==> config.mk <==
export PLATFORM = sky130hd
export DESIGN_NAME = shiftreg_tx_flat
export DESIGN_NICKNAME = d
export VERILOG_FILES = /design/src/rtl/shiftreg_tx_if.sv /design/src/rtl/shiftreg_tx.sv /design/src/flat_wrapper.sv
export SDC_FILE = /design/constraint.sdc
export NUM_CORES = 1
export LEC_CHECK = 0
export ABC_CLOCK_PERIOD_IN_PS = 1400
export CAP_MARGIN = 20
export CORE_AREA = 4 4 41 43
export CTS_CLUSTER_DIAMETER = 100
export DETAILED_ROUTE_END_ITERATION = 10
export DIE_AREA = 0 0 45 47
export SLEW_MARGIN = 20
export SYNTH_ARGS = -nofsm -noshare
export SYNTH_HDL_FRONTEND = slang
export SYNTH_SLANG_ARGS = --single-unit
export TNS_END_PERCENT = 100
==> constraint.sdc <==
create_clock -name clk -period 1.4 [get_ports clk]
set_clock_uncertainty 0.05 [all_clocks]
set_input_delay 0.28 -clock clk [delete_from_list [all_inputs] [get_ports clk]]
set_output_delay 0.28 -clock clk [all_outputs]
set_load 0.005 [all_outputs]
==> src/rtl/shiftreg_tx_if.sv <==
// Handshake/serial bundle for shiftreg_tx: parallel load request/word in,
// serial data with framing strobe and done pulse out.
interface shiftreg_tx_if #(
  parameter int unsigned WIDTH = 4
) ();
  logic             ctrl;
  logic [WIDTH-1:0] num;
  logic             ready;
  logic             Outgoing;
  logic             frame;
  logic             done;

  modport master (
    output ctrl, num,
    input  ready, Outgoing, frame, done
  );

  modport slave (
    input  ctrl, num,
    output ready, Outgoing, frame, done
  );
endinterface

==> src/rtl/shiftreg_tx.sv <==
// Parallel-to-serial transmitter, MSB first, with framing strobe and done pulse.
// Define SHIFTREG_TX_PARITY_EN to append one even-parity bit after the data.
module shiftreg_tx #(
  parameter int unsigned WIDTH = 4
) (
  input  logic           clk,
  input  logic           rst,
  shiftreg_tx_if.slave   bus
);

  localparam int unsigned CW = $clog2(WIDTH + 1);

`ifdef SHIFTREG_TX_PARITY_EN
  typedef enum logic [1:0] {S_IDLE = 2'd0, S_SHIFT = 2'd1, S_PARITY = 2'd2, S_DONE = 2'd3} state_e;
`else
  typedef enum logic [1:0] {S_IDLE = 2'd0, S_SHIFT = 2'd1, S_DONE = 2'd3} state_e;
`endif

  state_e           state_q, state_d;
  // MSB goes straight to the output on load, so only the remaining bits are held.
  logic [WIDTH-2:0] sr_q, sr_d;
  logic [CW-1:0]    cnt_q, cnt_d;
  logic             ready_q, ready_d;
  logic             out_q, out_d;
  logic             frame_q, frame_d;
  logic             done_q, done_d;
`ifdef SHIFTREG_TX_PARITY_EN
  logic             parity_q, parity_d;
`endif

  always_ff @(posedge clk or posedge rst) begin
    if (rst) begin
      state_q  <= S_IDLE;
      sr_q     <= '0;
      cnt_q    <= '0;
      ready_q  <= 1'b1;
      out_q    <= 1'b0;
      frame_q  <= 1'b0;
      done_q   <= 1'b0;
`ifdef SHIFTREG_TX_PARITY_EN
      parity_q <= 1'b0;
`endif
    end else begin
      state_q  <= state_d;
      sr_q     <= sr_d;
      cnt_q    <= cnt_d;
      ready_q  <= ready_d;
      out_q    <= out_d;
      frame_q  <= frame_d;
      done_q   <= done_d;
`ifdef SHIFTREG_TX_PARITY_EN
      parity_q <= parity_d;
`endif
    end
  end

  always_comb begin
    state_d  = state_q;
    sr_d     = sr_q;
    cnt_d    = cnt_q;
    ready_d  = 1'b0;
    out_d    = 1'b0;
    frame_d  = 1'b0;
    done_d   = 1'b0;
`ifdef SHIFTREG_TX_PARITY_EN
    parity_d = parity_q;
`endif
    case (state_q)
      S_IDLE: begin
        ready_d = 1'b1;
        if (bus.ctrl) begin
          sr_d     = bus.num[WIDTH-2:0];
          cnt_d    = '0;
          out_d    = bus.num[WIDTH-1];
          frame_d  = 1'b1;
          ready_d  = 1'b0;
          state_d  = S_SHIFT;
`ifdef SHIFTREG_TX_PARITY_EN
          parity_d = ^bus.num;
`endif
        end
      end
      S_SHIFT: begin
        sr_d  = sr_q << 1;
        cnt_d = cnt_q + CW'(1);
        if (cnt_q == CW'(WIDTH - 1)) begin
`ifdef SHIFTREG_TX_PARITY_EN
          state_d = S_PARITY;
          out_d   = parity_q;
          frame_d = 1'b1;
`else
          state_d = S_DONE;
          done_d  = 1'b1;
`endif
        end else begin
          out_d   = sr_q[WIDTH-2];
          frame_d = 1'b1;
        end
      end
`ifdef SHIFTREG_TX_PARITY_EN
      S_PARITY: begin
        state_d = S_DONE;
        done_d  = 1'b1;
      end
`endif
      S_DONE: begin
        state_d = S_IDLE;
        ready_d = 1'b1;
      end
      default: begin
        state_d = S_IDLE;
        ready_d = 1'b1;
      end
    endcase
  end

  assign bus.ready    = ready_q;
  assign bus.Outgoing = out_q;
  assign bus.frame    = frame_q;
  assign bus.done     = done_q;

endmodule

==> src/flat_wrapper.sv <==
// flat-port wrapper written by rule: the top's interface ports become plain ports
module shiftreg_tx_flat 
#(
  parameter int unsigned WIDTH = 4
)
  (clk, rst, bus_ctrl, bus_num, bus_ready, bus_Outgoing, bus_frame, bus_done);
  shiftreg_tx_if #(.WIDTH(WIDTH)) bus_i ();
  input  logic clk;
  input  logic rst;
  input wire logic [$bits(bus_i.ctrl)-1:0] bus_ctrl;
  input wire logic [$bits(bus_i.num)-1:0] bus_num;
  output wire logic [$bits(bus_i.ready)-1:0] bus_ready;
  output wire logic [$bits(bus_i.Outgoing)-1:0] bus_Outgoing;
  output wire logic [$bits(bus_i.frame)-1:0] bus_frame;
  output wire logic [$bits(bus_i.done)-1:0] bus_done;
  assign bus_i.ctrl = bus_ctrl;
  assign bus_i.num = bus_num;
  assign bus_ready = bus_i.ready;
  assign bus_Outgoing = bus_i.Outgoing;
  assign bus_frame = bus_i.frame;
  assign bus_done = bus_i.done;
  shiftreg_tx #(.WIDTH(WIDTH)) u_core (.clk(clk), .rst(rst), .bus(bus_i));
endmodule
# Word level (Yosys, flattened, before mapping)
# Cells that the tools add are included.
dict set report totals {
  register_bits 12
  word_cells 33
}
dict set report op_classes {
  add_sub_neg 1
  eq_ne 4
  muxes 17
  reduce_logical 4
}
# op n
set ops {}
lappend ops {{one-hot mux 3 bit (2 select lines)} 2}
lappend ops {{two-way mux 1 bit} 7}
lappend ops {{two-way mux 3 bit} 2}
lappend ops {{one-hot mux 1 bit (2 select lines)} 3}
lappend ops {{two-way mux 2 bit} 2}
lappend ops {{one-hot mux 2 bit (2 select lines)} 1}
lappend ops {{AND reduction 2 bit} 2}
lappend ops {{adder 3 x 1 -> 3 bit, second input constant} 1}
lappend ops {{equality test 3 x 2 -> 1 bit, second input constant} 1}
lappend ops {{equality test 2 x 1 -> 1 bit, second input constant} 1}
lappend ops {{zero test 2 bit} 1}
lappend ops {{!= test 2 x 1 -> 1 bit, second input constant} 1}
lappend ops {{!= test 2 bit, second input constant} 1}
lappend ops {{nonzero test 2 bit} 1}

# Depth between registers and ports, before layout
dict set report logic_depth {
  ltp_word 3
  ltp_mapped 5
}

# Worst setup path after synthesis
# OpenSTA, ideal clock, no wires.
dict set report synth_path {
  kind {flip-flop to flip-flop}
  start {register u_core.cnt_q[0]}
  end {register u_core.out_q (netlist: u_core.bus.Outgoing)}
  arrival_ps 1027
  t_required_ps 1278
  setup_slack_ps 251
  path_stages_with_launch 5
  n_path_buf 0
  synth_period_minus_slack_ps 1149
  path_cell_list {dfrtp_1 -> ha_1 -> ha_1 -> o22a_1 -> nor2_1}
}
dict set report synth_via {
  elab_chain_len 3
}
# element line_no
set synth_lines {}
lappend synth_lines {{from (decl)} shiftreg_tx.sv:22} ;# logic [CW-1:0] cnt_q, cnt_d;
lappend synth_lines {{from (signal assigned)} shiftreg_tx.sv:46} ;# cnt_q <= cnt_d;
lappend synth_lines {{equality test 3 x 2 -> 1 bit} shiftreg_tx.sv:86} ;# if (cnt_q == CW'(WIDTH - 1)) begin
lappend synth_lines {{two-way mux 1 bit} shiftreg_tx.sv:86}
lappend synth_lines {{one-hot mux 1 bit (2 select lines)} shiftreg_tx.sv:68} ;# case (state_q)
lappend synth_lines {{via u_core.out_d} shiftreg_tx.sv:24} ;# logic out_q, out_d;
lappend synth_lines {{to (signal assigned)} shiftreg_tx.sv:48} ;# out_q <= out_d;
lappend synth_lines {{to (decl)} shiftreg_tx.sv:24}
# The timed path passes the listed nets, and every way through them passes these cells.
# A chain may end at the register's enable or synchronous reset.

# Final worst setup path
dict set report layout_path {
  start {register u_core.ready_q (netlist: u_core.bus.ready)}
  end {output port bus_ready}
}
# element line_no
set layout_rtl {}
lappend layout_rtl {{from (decl)} shiftreg_tx.sv:23} ;# logic ready_q, ready_d;
lappend layout_rtl {{from (signal assigned)} shiftreg_tx.sv:47} ;# ready_q <= ready_d;
lappend layout_rtl {{to (decl)} flat_wrapper.sv:12} ;# output wire logic [$bits(bus_i.ready)-1:0] bus_ready;
# No word-level cell between the ends.

==> flow_summary.toml <==
[pwr]
p_clk_share_pct = 16.9
ir_drop_mv = 0.9608
share_comb_of_total_power_pct = 36.4
switching_power_uw = 394.6
power_density_mw_per_mm2 = 1907
switching_share_pct = 31.68
leakage_nw = 0.3153
p_int_uw = 850.9
power.total_mw = 1.245
seq_power_share_pct = 46.7

[place]
dp_slack_ps = -71.10
dp_cells = 68
port_buffers = 10
place_area_um2 = 631.9
gp_congestion = 0.7953
place_hpwl_um = 729.5

[critical_path]
rr_startpoint = "u_core.cnt_q[0]"
cp_max_fo = 1
rr_worst_depth = 4
reg2reg_setup_slack_ps = 180
cp_top_family = "flip-flops"
critPathMaxStageDelay_ps = 510
r2r_end = "u_core.bus.Outgoing"
path_buf_inv = 1
slowest_stage = "dfstp_2"
cp.arrival_ps = 1000
path_cells = "dlygate4sd2_1"
endpoint_kind = "output port"
startpoint_type = "flop"
critPathRequiredTime_ps = 1070
path_depth = 1
path_class = "reg2out"

[detailed_routing]
dr.first_iter.drc_count = 6
wl_per_cell_um = 12.40
ant_nets = 0
viasPerCell = 4.986
via_count = 359
drtPass1Iterations = 4
drc_errors = 0
wirelength_um = 893

[clock_tree]
h-tree-depth = 1
clock_sinks = 12
postCtsSetupBuffers = 0
cts_tree = "done"
cts_root_buffer = "clkbuf_4"
path_clk_slew_ps = 70
worstSkewPairLatency_ps = 260
cts_buffers = 3
cts_max_path_buffers = 2

[synthesis]
synth_fp_nets = 49
avgSynthCellArea_um2 = 12.26
synthCells = 40
synth.distinct_cells = 22
synth_area_um2 = 490.5
yosysSeqAreaShare_pct = 61.48
yosysWarnings = 0
yosys_register_bits = 12

[layout]
nets = 67
finalCoreUtilization_pct = 50.19
postLayoutCellArea_um2 = 653.1
layout_common_cells = "11 x dfrtp_1, 6 x clkdlybuf4s50_1, 4 x nand2_1, 4 x dlygate4sd2_1"
final_cells = 72
diodes = 0
final_common_cell = "dfrtp_1"
drive_gt1_share_pct = 21.05
fillers = 128
area_growth_pct = 33.16

[timing]
final_max_slew_viol_count = 0
rsz0062_at_grt = "no"
period_share_pct = 94.80
timing.final.ws_setup_ps = 72.73
hold_viol = 0
tightest_slew_ps = 453.0
slew_headroom_pct = 69.77
fin_tns_setup_ps = 0
whs_ps = 275.5
setup_viol = 0
fmax_mhz = 753.4
period_needed_ps = 1327

[global_route]
first_global_vias = 351
antenna_found_initial = 0
grt_overflow = 0
grt_pass1_wl_um = 1462
grtUsageTotal_pct = 10.17
grt_start_max_net_pins = 13

[floorplan]
pin_count = 11
std_cell_rows = 13
die_h_um = 47
die_area_mm2 = 0.002115
initial_core_util_pct = 37.69
core-area_mm2 = 0.001301
die_x_um = 45

[run]
maxCapViolations = 0

[hold_path]
worst_hold_path_type = "in2async"

[outcome]
status = "completed"
[area by class of cell]
cell class | instances | area [µm²] | share of cell area, %
tap | 15 | 18.77 | 2.874
timing repair buffer | 13 | 117.6 | 18.01
sequential | 12 | 301.5 | 46.17
inverter | 3 | 11.26 | 1.724
multi-input combinational | 25 | 177.7 | 27.20
clock buffer | 4 | 26.28 | 4.023
[synthesized netlist by cell type]
cell | count | area (µm²)
a21oi_1 | 2 | 10.01
nand2_1 | 4 | 15.01
nor2_2 | 1 | 6.260
a22oi_1 | 1 | 7.510
dfrtp_1 | 11 | 275.3
a22o_1 | 1 | 8.760
nand2b_1 | 1 | 6.260
inv_2 | 1 | 3.750
inv_1 | 2 | 7.510
nor2_1 | 2 | 7.510
o22ai_1 | 1 | 6.260
and2_1 | 2 | 12.51
ha_1 | 2 | 25.02
dfstp_2 | 1 | 26.28
nor2_4 | 1 | 11.26
and4bb_2 | 1 | 12.51
nand3b_1 | 1 | 7.510
a32o_1 | 1 | 10.01
nor2b_1 | 1 | 6.260
o221a_2 | 1 | 11.26
o22a_1 | 1 | 8.760
o21ai_0 | 1 | 5.000
[kinds of logic after synthesis]
group	synth area share [%]
buffers and inverters	2.296
adder cells (fa/ha/maj)	5.101
flip-flops	61.48
AO/OA/AOI/OAI	13.78
AND/OR/NAND/NOR	17.35
[per-layer routing]
layer | global-route usage [%] | wire length, µm | vias up
met5 | 0 | 0 | -
met4 | 0 | 0 | 0
met3 | 6.897 | 75 | 0
met2 | 17.51 | 448 | 12
met1 | 11.11 | 368 | 172
li1 | - | - | 175
[flip-flops by register name (all words and copies together), names as in the netlist]
name and count:
u_core.bus.ready 1, u_core.state_q 2, u_core.cnt_q 3, u_core.bus.frame 1, u_core.bus.done 1, u_core.bus.Outgoing 1
u_core.sr_q 3
[worst max path at each step]
stage	startpoint	endpoint	slack [ps]
detailed placement	bus_ctrl	u_core.cnt_q[1]	-70
global placement	bus_ctrl	u_core.cnt_q[1]	-20
global route	u_core.bus.ready	bus_ready	30
CTS	u_core.bus.ready	bus_ready	60
floorplan	u_core.cnt_q[0]	u_core.bus.Outgoing	250
finish	u_core.bus.ready	bus_ready	70
[power by group through the flow]
stage          registers [mW]  clock network [mW]  logic [mW]
6_report                0.581               0.211       0.454
3_3_place_gp            0.581                   0       0.473
3_5_place_dp            0.592                   0       0.493
4_1_cts                 0.584               0.221       0.466
2_1_floorplan           0.572                   0       0.284
5_1_grt                 0.597               0.251       0.523
[repair_timing]
| action | 4_1_cts | 5_1_grt |
|---|---|---|
| gates resized for setup | 4 | 0 |
| endpoints found under the setup margin | 4 | 0 |
| hold buffers | 0 | 0 |
Power figures use the tool's default switching activity.
